[src/rtl/im_loader_if.sv]
// Byte-stream in, IM write port out, plus load control/status for im_loader.
// The slave modport is the loader itself; master is the boot source / system side.
interface im_loader_if #(
    parameter int ADDR_W = 10
);
    logic              start;
    logic [ADDR_W:0]   word_count;
    logic              byte_valid;
    logic [7:0]        byte_data;
    logic              byte_ready;
    logic              im_we;
    logic [31:0]       im_addr;
    logic [31:0]       im_wdata;
    logic              busy;
    logic              done;
    logic              err;
    logic              cpu_hold;

    modport slave (
        input  start, word_count, byte_valid, byte_data,
        output byte_ready, im_we, im_addr, im_wdata, busy, done, err, cpu_hold
    );

    modport master (
        output start, word_count, byte_valid, byte_data,
        input  byte_ready, im_we, im_addr, im_wdata, busy, done, err, cpu_hold
    );
endinterface

[src/rtl/im_loader.sv]
// Packs a valid/ready byte stream into 32-bit words and writes them sequentially
// into the instruction RAM, holding the CPU until the last word lands.
module im_loader #(
    parameter int          ADDR_W     = 10,
    parameter logic [31:0] BASE_BYTE  = 32'h0000_0000,
    parameter bit          BIG_ENDIAN = 1'b1
) (
    input  logic       clk,
    input  logic       reset,
    im_loader_if.slave bus
);
    typedef enum logic [1:0] {
        IDLE  = 2'd0,
        RECV  = 2'd1,
        WRITE = 2'd2,
        DONE  = 2'd3
    } state_t;

    localparam logic [ADDR_W:0] MAX_WORDS = (ADDR_W+1)'(2**ADDR_W);
    localparam logic [ADDR_W:0] ONE       = (ADDR_W+1)'(1);

    state_t          state_r;
    logic [ADDR_W:0] count_r;
    logic [ADDR_W:0] index_r;
    logic [1:0]      byte_cnt_r;
    logic [31:0]     shift_r;
    logic            byte_ready_r;
    logic            im_we_r;
    logic [31:0]     im_addr_r;
    logic [31:0]     im_wdata_r;
    logic            busy_r;
    logic            done_r;
    logic            err_r;
    logic            cpu_hold_r;

    logic            xfer_s;
    logic [31:0]     shift_s;

    function automatic logic [31:0] pack_byte(input logic [31:0] acc, input logic [7:0] b);
        if (BIG_ENDIAN) begin
            pack_byte = {acc[23:0], b};
        end else begin
            pack_byte = {b, acc[31:8]};
        end
    endfunction

    // Byte handshake and the assembly word including the byte on the bus.
    always_comb begin
        xfer_s  = 1'b0;
        shift_s = pack_byte(shift_r, bus.byte_data);
        if ((state_r == RECV) && byte_ready_r && bus.byte_valid) begin
            xfer_s = 1'b1;
        end else begin
            xfer_s = 1'b0;
        end
    end

    // Load sequencer with registered outputs.
    always_ff @(posedge clk) begin
        if (reset) begin
            state_r      <= IDLE;
            count_r      <= '0;
            index_r      <= '0;
            byte_cnt_r   <= 2'd0;
            shift_r      <= 32'h0000_0000;
            byte_ready_r <= 1'b0;
            im_we_r      <= 1'b0;
            im_addr_r    <= BASE_BYTE;
            im_wdata_r   <= 32'h0000_0000;
            busy_r       <= 1'b0;
            done_r       <= 1'b0;
            err_r        <= 1'b0;
            cpu_hold_r   <= 1'b0;
        end else begin
            im_we_r <= 1'b0;
            case (state_r)
                IDLE, DONE: begin
                    if (bus.start) begin
                        count_r    <= bus.word_count;
                        index_r    <= '0;
                        byte_cnt_r <= 2'd0;
                        shift_r    <= 32'h0000_0000;
                        done_r     <= 1'b0;
                        err_r      <= 1'b0;
                        if (bus.word_count == '0) begin
                            state_r <= DONE;
                            done_r  <= 1'b1;
                        end else if (bus.word_count > MAX_WORDS) begin
                            state_r <= DONE;
                            done_r  <= 1'b1;
                            err_r   <= 1'b1;
                        end else begin
                            state_r      <= RECV;
                            byte_ready_r <= 1'b1;
                            busy_r       <= 1'b1;
                            cpu_hold_r   <= 1'b1;
                        end
                    end
                end
                RECV: begin
                    if (xfer_s) begin
                        shift_r    <= shift_s;
                        byte_cnt_r <= byte_cnt_r + 2'd1;
                        if (byte_cnt_r == 2'd3) begin
                            state_r      <= WRITE;
                            byte_ready_r <= 1'b0;
                            im_we_r      <= 1'b1;
                            im_wdata_r   <= shift_s;
                            im_addr_r    <= BASE_BYTE + (32'(index_r) << 2);
                        end
                    end
                end
                WRITE: begin
                    index_r <= index_r + ONE;
                    if ((index_r + ONE) == count_r) begin
                        state_r    <= DONE;
                        done_r     <= 1'b1;
                        busy_r     <= 1'b0;
                        cpu_hold_r <= 1'b0;
                    end else begin
                        state_r      <= RECV;
                        byte_ready_r <= 1'b1;
                    end
                end
                default: begin
                    state_r      <= IDLE;
                    byte_ready_r <= 1'b0;
                    busy_r       <= 1'b0;
                    cpu_hold_r   <= 1'b0;
                end
            endcase
        end
    end

    assign bus.byte_ready = byte_ready_r;
    assign bus.im_we      = im_we_r;
    assign bus.im_addr    = im_addr_r;
    assign bus.im_wdata   = im_wdata_r;
    assign bus.busy       = busy_r;
    assign bus.done       = done_r;
    assign bus.err        = err_r;
    assign bus.cpu_hold   = cpu_hold_r;
endmodule

[src/flat_wrapper.sv]
// flat-port wrapper written by rule: the top's interface ports become plain ports
module im_loader_flat 
#(
    parameter int          ADDR_W     = 10,
    parameter logic [31:0] BASE_BYTE  = 32'h0000_0000,
    parameter bit          BIG_ENDIAN = 1'b1
)
  (clk, reset, bus_start, bus_word_count, bus_byte_valid, bus_byte_data, bus_byte_ready, bus_im_we, bus_im_addr, bus_im_wdata, bus_busy, bus_done, bus_err, bus_cpu_hold);
  im_loader_if #(.ADDR_W(ADDR_W)) bus_i ();
  input  logic clk;
  input  logic reset;
  input wire logic [$bits(bus_i.start)-1:0] bus_start;
  input wire logic [$bits(bus_i.word_count)-1:0] bus_word_count;
  input wire logic [$bits(bus_i.byte_valid)-1:0] bus_byte_valid;
  input wire logic [$bits(bus_i.byte_data)-1:0] bus_byte_data;
  output wire logic [$bits(bus_i.byte_ready)-1:0] bus_byte_ready;
  output wire logic [$bits(bus_i.im_we)-1:0] bus_im_we;
  output wire logic [$bits(bus_i.im_addr)-1:0] bus_im_addr;
  output wire logic [$bits(bus_i.im_wdata)-1:0] bus_im_wdata;
  output wire logic [$bits(bus_i.busy)-1:0] bus_busy;
  output wire logic [$bits(bus_i.done)-1:0] bus_done;
  output wire logic [$bits(bus_i.err)-1:0] bus_err;
  output wire logic [$bits(bus_i.cpu_hold)-1:0] bus_cpu_hold;
  assign bus_i.start = bus_start;
  assign bus_i.word_count = bus_word_count;
  assign bus_i.byte_valid = bus_byte_valid;
  assign bus_i.byte_data = bus_byte_data;
  assign bus_byte_ready = bus_i.byte_ready;
  assign bus_im_we = bus_i.im_we;
  assign bus_im_addr = bus_i.im_addr;
  assign bus_im_wdata = bus_i.im_wdata;
  assign bus_busy = bus_i.busy;
  assign bus_done = bus_i.done;
  assign bus_err = bus_i.err;
  assign bus_cpu_hold = bus_i.cpu_hold;
  im_loader #(.ADDR_W(ADDR_W), .BASE_BYTE(BASE_BYTE), .BIG_ENDIAN(BIG_ENDIAN)) u_core (.clk(clk), .reset(reset), .bus(bus_i));
endmodule
[config.mk]
export PLATFORM = sky130hd
export DESIGN_NAME = im_loader_flat
export DESIGN_NICKNAME = d
export VERILOG_FILES = /design/src/rtl/im_loader_if.sv /design/src/rtl/im_loader.sv /design/src/flat_wrapper.sv
export SDC_FILE = /design/constraint.sdc
export NUM_CORES = 1
export LEC_CHECK = 0
export CORE_MARGIN = 10
export CORE_UTILIZATION = 25
export DETAILED_ROUTE_END_ITERATION = 10
export HOLD_SLACK_MARGIN = 0.08
export PLACE_DENSITY = 0.51
export SLEW_MARGIN = 20
export SYNTH_ARGS = -nofsm -noshare
export SYNTH_HDL_FRONTEND = slang
export SYNTH_SLANG_ARGS = --single-unit
[constraint.sdc]
create_clock -name clk -period 2.66 [get_ports clk]
set_input_delay 0.532 -clock clk [delete_from_list [all_inputs] [get_ports clk]]
set_output_delay 0.532 -clock clk [all_outputs]
set_load 0.1 [all_outputs]
Word-level counts from Yosys, hierarchy flattened
Index checks and enable logic that the tools add are counted.
W data, S select, Z words.
{ "word_totals": {"ff_bits": 98, "latch_bits": 0, "ram_bits": 0, "rom_bits": 0, "output_inout_bits": 70, "wordCells": 77, "memories": 0} }
{ "op_classes": {"add_sub_neg": 2, "mul": 0, "n_div": 0, "n_lt_le_gt_ge": 1, "n_eq_ne": 12, "shift": 0, "muxes": 32, "n_bitwise": 2, "n_reduce_logical": 16} }
{ "op_table": {"columns": ["operator", "count"], "rows": [
  ["$mux W24", 2],
  ["$pmux W24 S2", 1],
  ["$pmux W11 S2", 1],
  ["$mux W2", 8],
  ["$mux W1", 14],
  ["$reduce_and A3 Y1", 4],
  ["$add A11 B1 Y11 const B", 1],
  ["$eq A11 B11 Y1", 1],
  ["$gt A11 B11 Y1 const B", 1],
  ["$logic_not A11 Y1", 1],
  ["$mux W11", 1],
  ["$ne A2 B2 Y1 const B", 5],
  ["$eq A2 B2 Y1 const B", 3],
  ["$pmux W2 S3", 1],
  ["$reduce_and A6 Y1", 1],
  ["$reduce_and A5 Y1", 1],
  ["$ne A2 B1 Y1 const B", 2],
  ["$pmux W1 S2", 2],
  ["$pmux W2 S2", 1],
  ["$reduce_and A2 Y1", 2],
  ["$reduce_bool A2 Y1", 2],
  ["$pmux W1 S3", 1],
  ["$reduce_or A3 Y1", 1],
  ["$add A2 B1 Y2 const B", 1],
  ["other kinds (5)", 7]
]} }

Longest topological paths before layout
Gate-level depths: netlist (run 1).
{ "logic_depth": {"word_depth": 6, "ltp_mapped": 8, "mapped_depth_nobuf": 7} }

Worst setup path after synthesis (run 1)
No wires, ideal clock.
{ "synth_path": {"path_type": "input-to-reg", "from": "input port bus_word_count[6]", "to": "register u_core.byte_ready_r (netlist: u_core.bus.byte_ready)", "setup_time_ps": 123, "arrival_time_ps": 2131, "t_required_ps": 2537, "slack_ps": 406, "cell_stages": 6, "path_cell_list": "or4_1 -> o31a_1 -> o21ai_1 -> nand2_1 -> a31oi_1 -> mux2_1"} }
{ "synth_between": {"elab_chain_cells": 3} }
{ "synth_rtl": {"columns": ["element", "line_no", "text"], "rows": [
  ["from (decl)", "flat_wrapper.sv:13", "input wire logic [$bits(bus_i.word_count)-1:0] bus_word_count;"],
  ["$gt A11 B11 Y1 or $logic_not A11 Y1 (tied branches)", "im_loader.sv:88, im_loader.sv:85", null],
  ["$ne A2 B2 Y1 (no line)", null, null],
  ["$reduce_and A6 Y1 (no line) *", null, null],
  ["to (signal assigned)", "im_loader.sv:94", "byte_ready_r <= 1'b1;"],
  ["to (signal assigned)", "im_loader.sv:106", "byte_ready_r <= 1'b0;"],
  ["to (signal assigned)", "im_loader.sv:122", "byte_ready_r <= 1'b1;"],
  ["to (decl)", "im_loader.sv:27", "logic byte_ready_r;"]
]} }
Every way passes the cells marked *; elsewhere a longest branch is shown, timed or not.
A chain may end at the register's enable or synchronous reset.

Final worst setup path (run 1)
Ends and elaborated chain as after synthesis.

==> qor.txt, run 1 <==
Antenna violations before repair - 0
Dominant register cell in the synthesized netlist - sky130_fd_sc_hd__dfxtp_1
Actual slew at the worst max-slew pin - 1.05 ns
Max Clock Skew - 0.00495 ns
CP Data Arrival Time - 2.75 ns
Clock-pin transition on the worst setup and hold timing paths - 0.07 ns
Fmax - 0.397 GHz
Hold-fix buffers, CTS - 0
Count of final setup violators - 0
Worst endpoint required time - 2.88 ns
Count of input and output buffers - 71
Post-placement worst setup slack - -0.162 ns
CP Class - primary input to flip-flop
Horizontal die dimension - 150 µm
Outcome - finished clean
Total number of placement rows - 47
Fillers - 1755
Fraction of the cycle the final worst path needs - 0.948
Antenna-violating nets left - 0
Area of the die - 22600 µm²
Routability Congestion - 0.844
Final slew viol count - 0
Mapped Cells - 528
Root buf cell - sky130_fd_sc_hd__clkbuf_16
Vias post-DR - 3733
Cell count of the worst reg-to-reg path - 7
Combined area of all synthesized cells - 4250 µm²
CTS max path bufs - 2
Worst path setup slack after routing - 0.139 ns
Maximum fanout count along the critical path - 2
Total Routed Length - 12100 µm
Htree depth - 3
Yosys warns - 0
Leakage power figure - 1.97 nW
Clock tree from TritonCTS - done
Total overflow reported by the global router - 0
Number of enable flip-flop cells after synthesis - 0
Worst hold slack after final layout - 0.454 ns
Core area - 16600 µm²
Fin Setup TNS - 0 ns
Wire length per cell - 14.9 µm
Number of distinct library cells after synthesis - 51
Worst min-delay path category - flip-flop to flip-flop
Startpoint type of the worst setup path - primary input
Unrepaired setup endpoints after global routing - no
Proportion of register bits with asynchronous set or reset after synthesis - 0
Number of gates resized after CTS - 0
DRT iter0 DRCs - 269
Reported max-cap violation count - 0
Final Hold Violating Endpoints - 0
Die Y - 150 µm
Number of diodes added for antenna fixing - 0
Hold-critical path depth - 2
Category of the worst setup path capture point - flip-flop
Number of search-and-repair iterations in the first detailed-routing pass - 4
Max-slew headroom at the worst pin - 0.297
Clock latency of the later-clocked register in the worst-skew pair - 0.34 ns
Clock period minus final worst setup slack - 2.52 ns
Global-route wire length before repair - 19500 µm
Area growth from synthesis to final layout - 25.2%
Total of flip-flops plus latches after synthesis - 98
Commonest cells after routing, fill and taps aside - sky130_fd_sc_hd__nand2_1 (117), sky130_fd_sc_hd__dfxtp_1 (98), sky130_fd_sc_hd__a21oi_1 (70)
Synth area leader - sky130_fd_sc_hd__dfxtp_1
Overall track demand over capacity in global routing - 0.106
Inserted Clock Buffers - 9
Top cells by area, synth - sky130_fd_sc_hd__dfxtp_1 (46%), sky130_fd_sc_hd__nand2_1 (10%), sky130_fd_sc_hd__a21oi_1 (8.3%), sky130_fd_sc_hd__a22oi_1 (5.1%), sky130_fd_sc_hd__buf_4 (4.1%)
Initial Utilization - 0.255
Final net count - 615
Peak supply drop - 0.346 mV
Remaining DRCs - 0
Commonest non-fill, non-tap cell in the layout - sky130_fd_sc_hd__nand2_1
Post-synth top area share - 0.462
Final standard cell utilization of the core - 0.319
Average vias per placed instance - 4.60
Post-synthesis average cell area - 8.04 µm²
Post-CTS setup repair buffer count - 0
Fraction of final layout cells with drive strength greater than 1 - 0.150
I/O pin count - 93
DPL Wire Length - 8880 µm
Vias in the first global route - 3753
Power per unit of standard cell area - 837 nW/µm²
Pin count of the biggest net entering global routing - 65
CTS sink cnt - 98
Fraction of the yosys area taken by sequential cells - 0.462
cells by family after synthesis:
family                     synth area share
AOI/OAI and AO/OA                     0.184
buffers and inverters                0.0790
other                              0.000883
muxes                                0.0127
adders and majority gates            0.0147
DFF                                   0.462
and+or+nand+nor                       0.226
xor gates and xnor gates             0.0206
worst paths after layout:
kind / from / end / slack [ns]
hold reg to reg: u_core.bus.im_wdata[6]$_SDFFE_PP0P_ / u_core.bus.im_wdata[6]$_SDFFE_PP0P_ / 0.45
setup reg to reg: u_core.index_r[1]$_SDFFE_PP0P_ / u_core.bus.byte_ready$_SDFFE_PP0P_ / 0.24
setup / recovery: bus_word_count[6] / u_core.bus.byte_ready$_SDFFE_PP0P_ / 0.14
hold / removal: u_core.bus.im_wdata[6]$_SDFFE_PP0P_ / u_core.bus.im_wdata[6]$_SDFFE_PP0P_ / 0.45
worst max-delay path, cell delays in order:
cell and delay [ns]:
sky130_fd_sc_hd__clkdlybuf4s50_1 0.42, sky130_fd_sc_hd__or4_1 0.59, sky130_fd_sc_hd__o31a_1 0.33, sky130_fd_sc_hd__o21ai_1 0.20, sky130_fd_sc_hd__nand2_1 0.10, sky130_fd_sc_hd__a31oi_1 0.24, sky130_fd_sc_hd__mux2_1 0.35
per-stage QoR:
| step | instance area, µm² | total power [mW] | instances |
|---|---|---|---|
| 2_1_floorplan | 4320 | 2.71 | 548 |
| 3_3_place_gp | 5000 | 3.06 | 796 |
| 3_5_place_dp | 5000 | 3.09 | 796 |
| 4_1_cts | 5320 | 4.49 | 812 |
| 5_1_grt | 5320 | 4.68 | 812 |
| 6_report | 5320 | 4.45 | 812 |
metal layers:
| metal | global-route usage | wire, µm |
|---|---|---|
| met5 | 0 | 0 |
| met2 | 0.165 | 5500 |
| met3 | 0.0237 | 839 |
| met1 | 0.139 | 5560 |
| met4 | 0.0408 | 180 |
cells in the mapped netlist, drive strengths merged, types with 6 or more instances:
cell    count
a22oi      29
dfxtp      98
o21ai       8
xnor2       6
nand3      10
buf        29
nand2     117
a21oi      70
clkbuf     29
nor2       45
inv         7
nor3        9
report_power, final:
group / leakage, nW / switching (mW) / internal [mW]
Sequential: 0.792 / 0.0867 / 1.55
Combinational: 1.02 / 1.02 / 0.397
Clock: 0.157 / 0.569 / 0.829
Total: 1.97 / 1.67 / 2.77
sequential cells by signal (all words and copies together) (netlist names):
signal	cells
u_core.state_r	2
u_core.bus.im_wdata	32
u_core.shift_r	24
u_core.bus.im_addr	11
u_core.index_r	11
u_core.bus.err	1
u_core.bus.done	1
u_core.bus.cpu_hold	1
u_core.bus.byte_ready	1
u_core.count_r	11
u_core.byte_cnt_r	2
u_core.bus.im_we	1
layout make-up:
class,instances,area [µm²],area share
Sequential cell,98,1960,0.369
Tap cell,220,275,0.0518
Timing Repair Buffer,86,708,0.133
Clock buffer,10,229,0.0431
Inverter,7,26.3,0.00494
Clock inverter,6,87.6,0.0165
Multi-Input combinational cell,385,2030,0.381
No activity file was read; power rests on OpenSTA's default activity.
==> run 2: changes to the inputs <==
--- a/config.mk
+++ b/config.mk
@@ -10,7 +10,9 @@
 export DETAILED_ROUTE_END_ITERATION = 10
 export HOLD_SLACK_MARGIN = 0.08
 export PLACE_DENSITY = 0.51
+export SETUP_SLACK_MARGIN = 0.02
 export SLEW_MARGIN = 20
 export SYNTH_ARGS = -nofsm -noshare
 export SYNTH_HDL_FRONTEND = slang
 export SYNTH_SLANG_ARGS = --single-unit
+export TNS_END_PERCENT = 20
==> results of run 2 <==
Same layout as run 1: the final DEF is identical, and so are final timing and power.
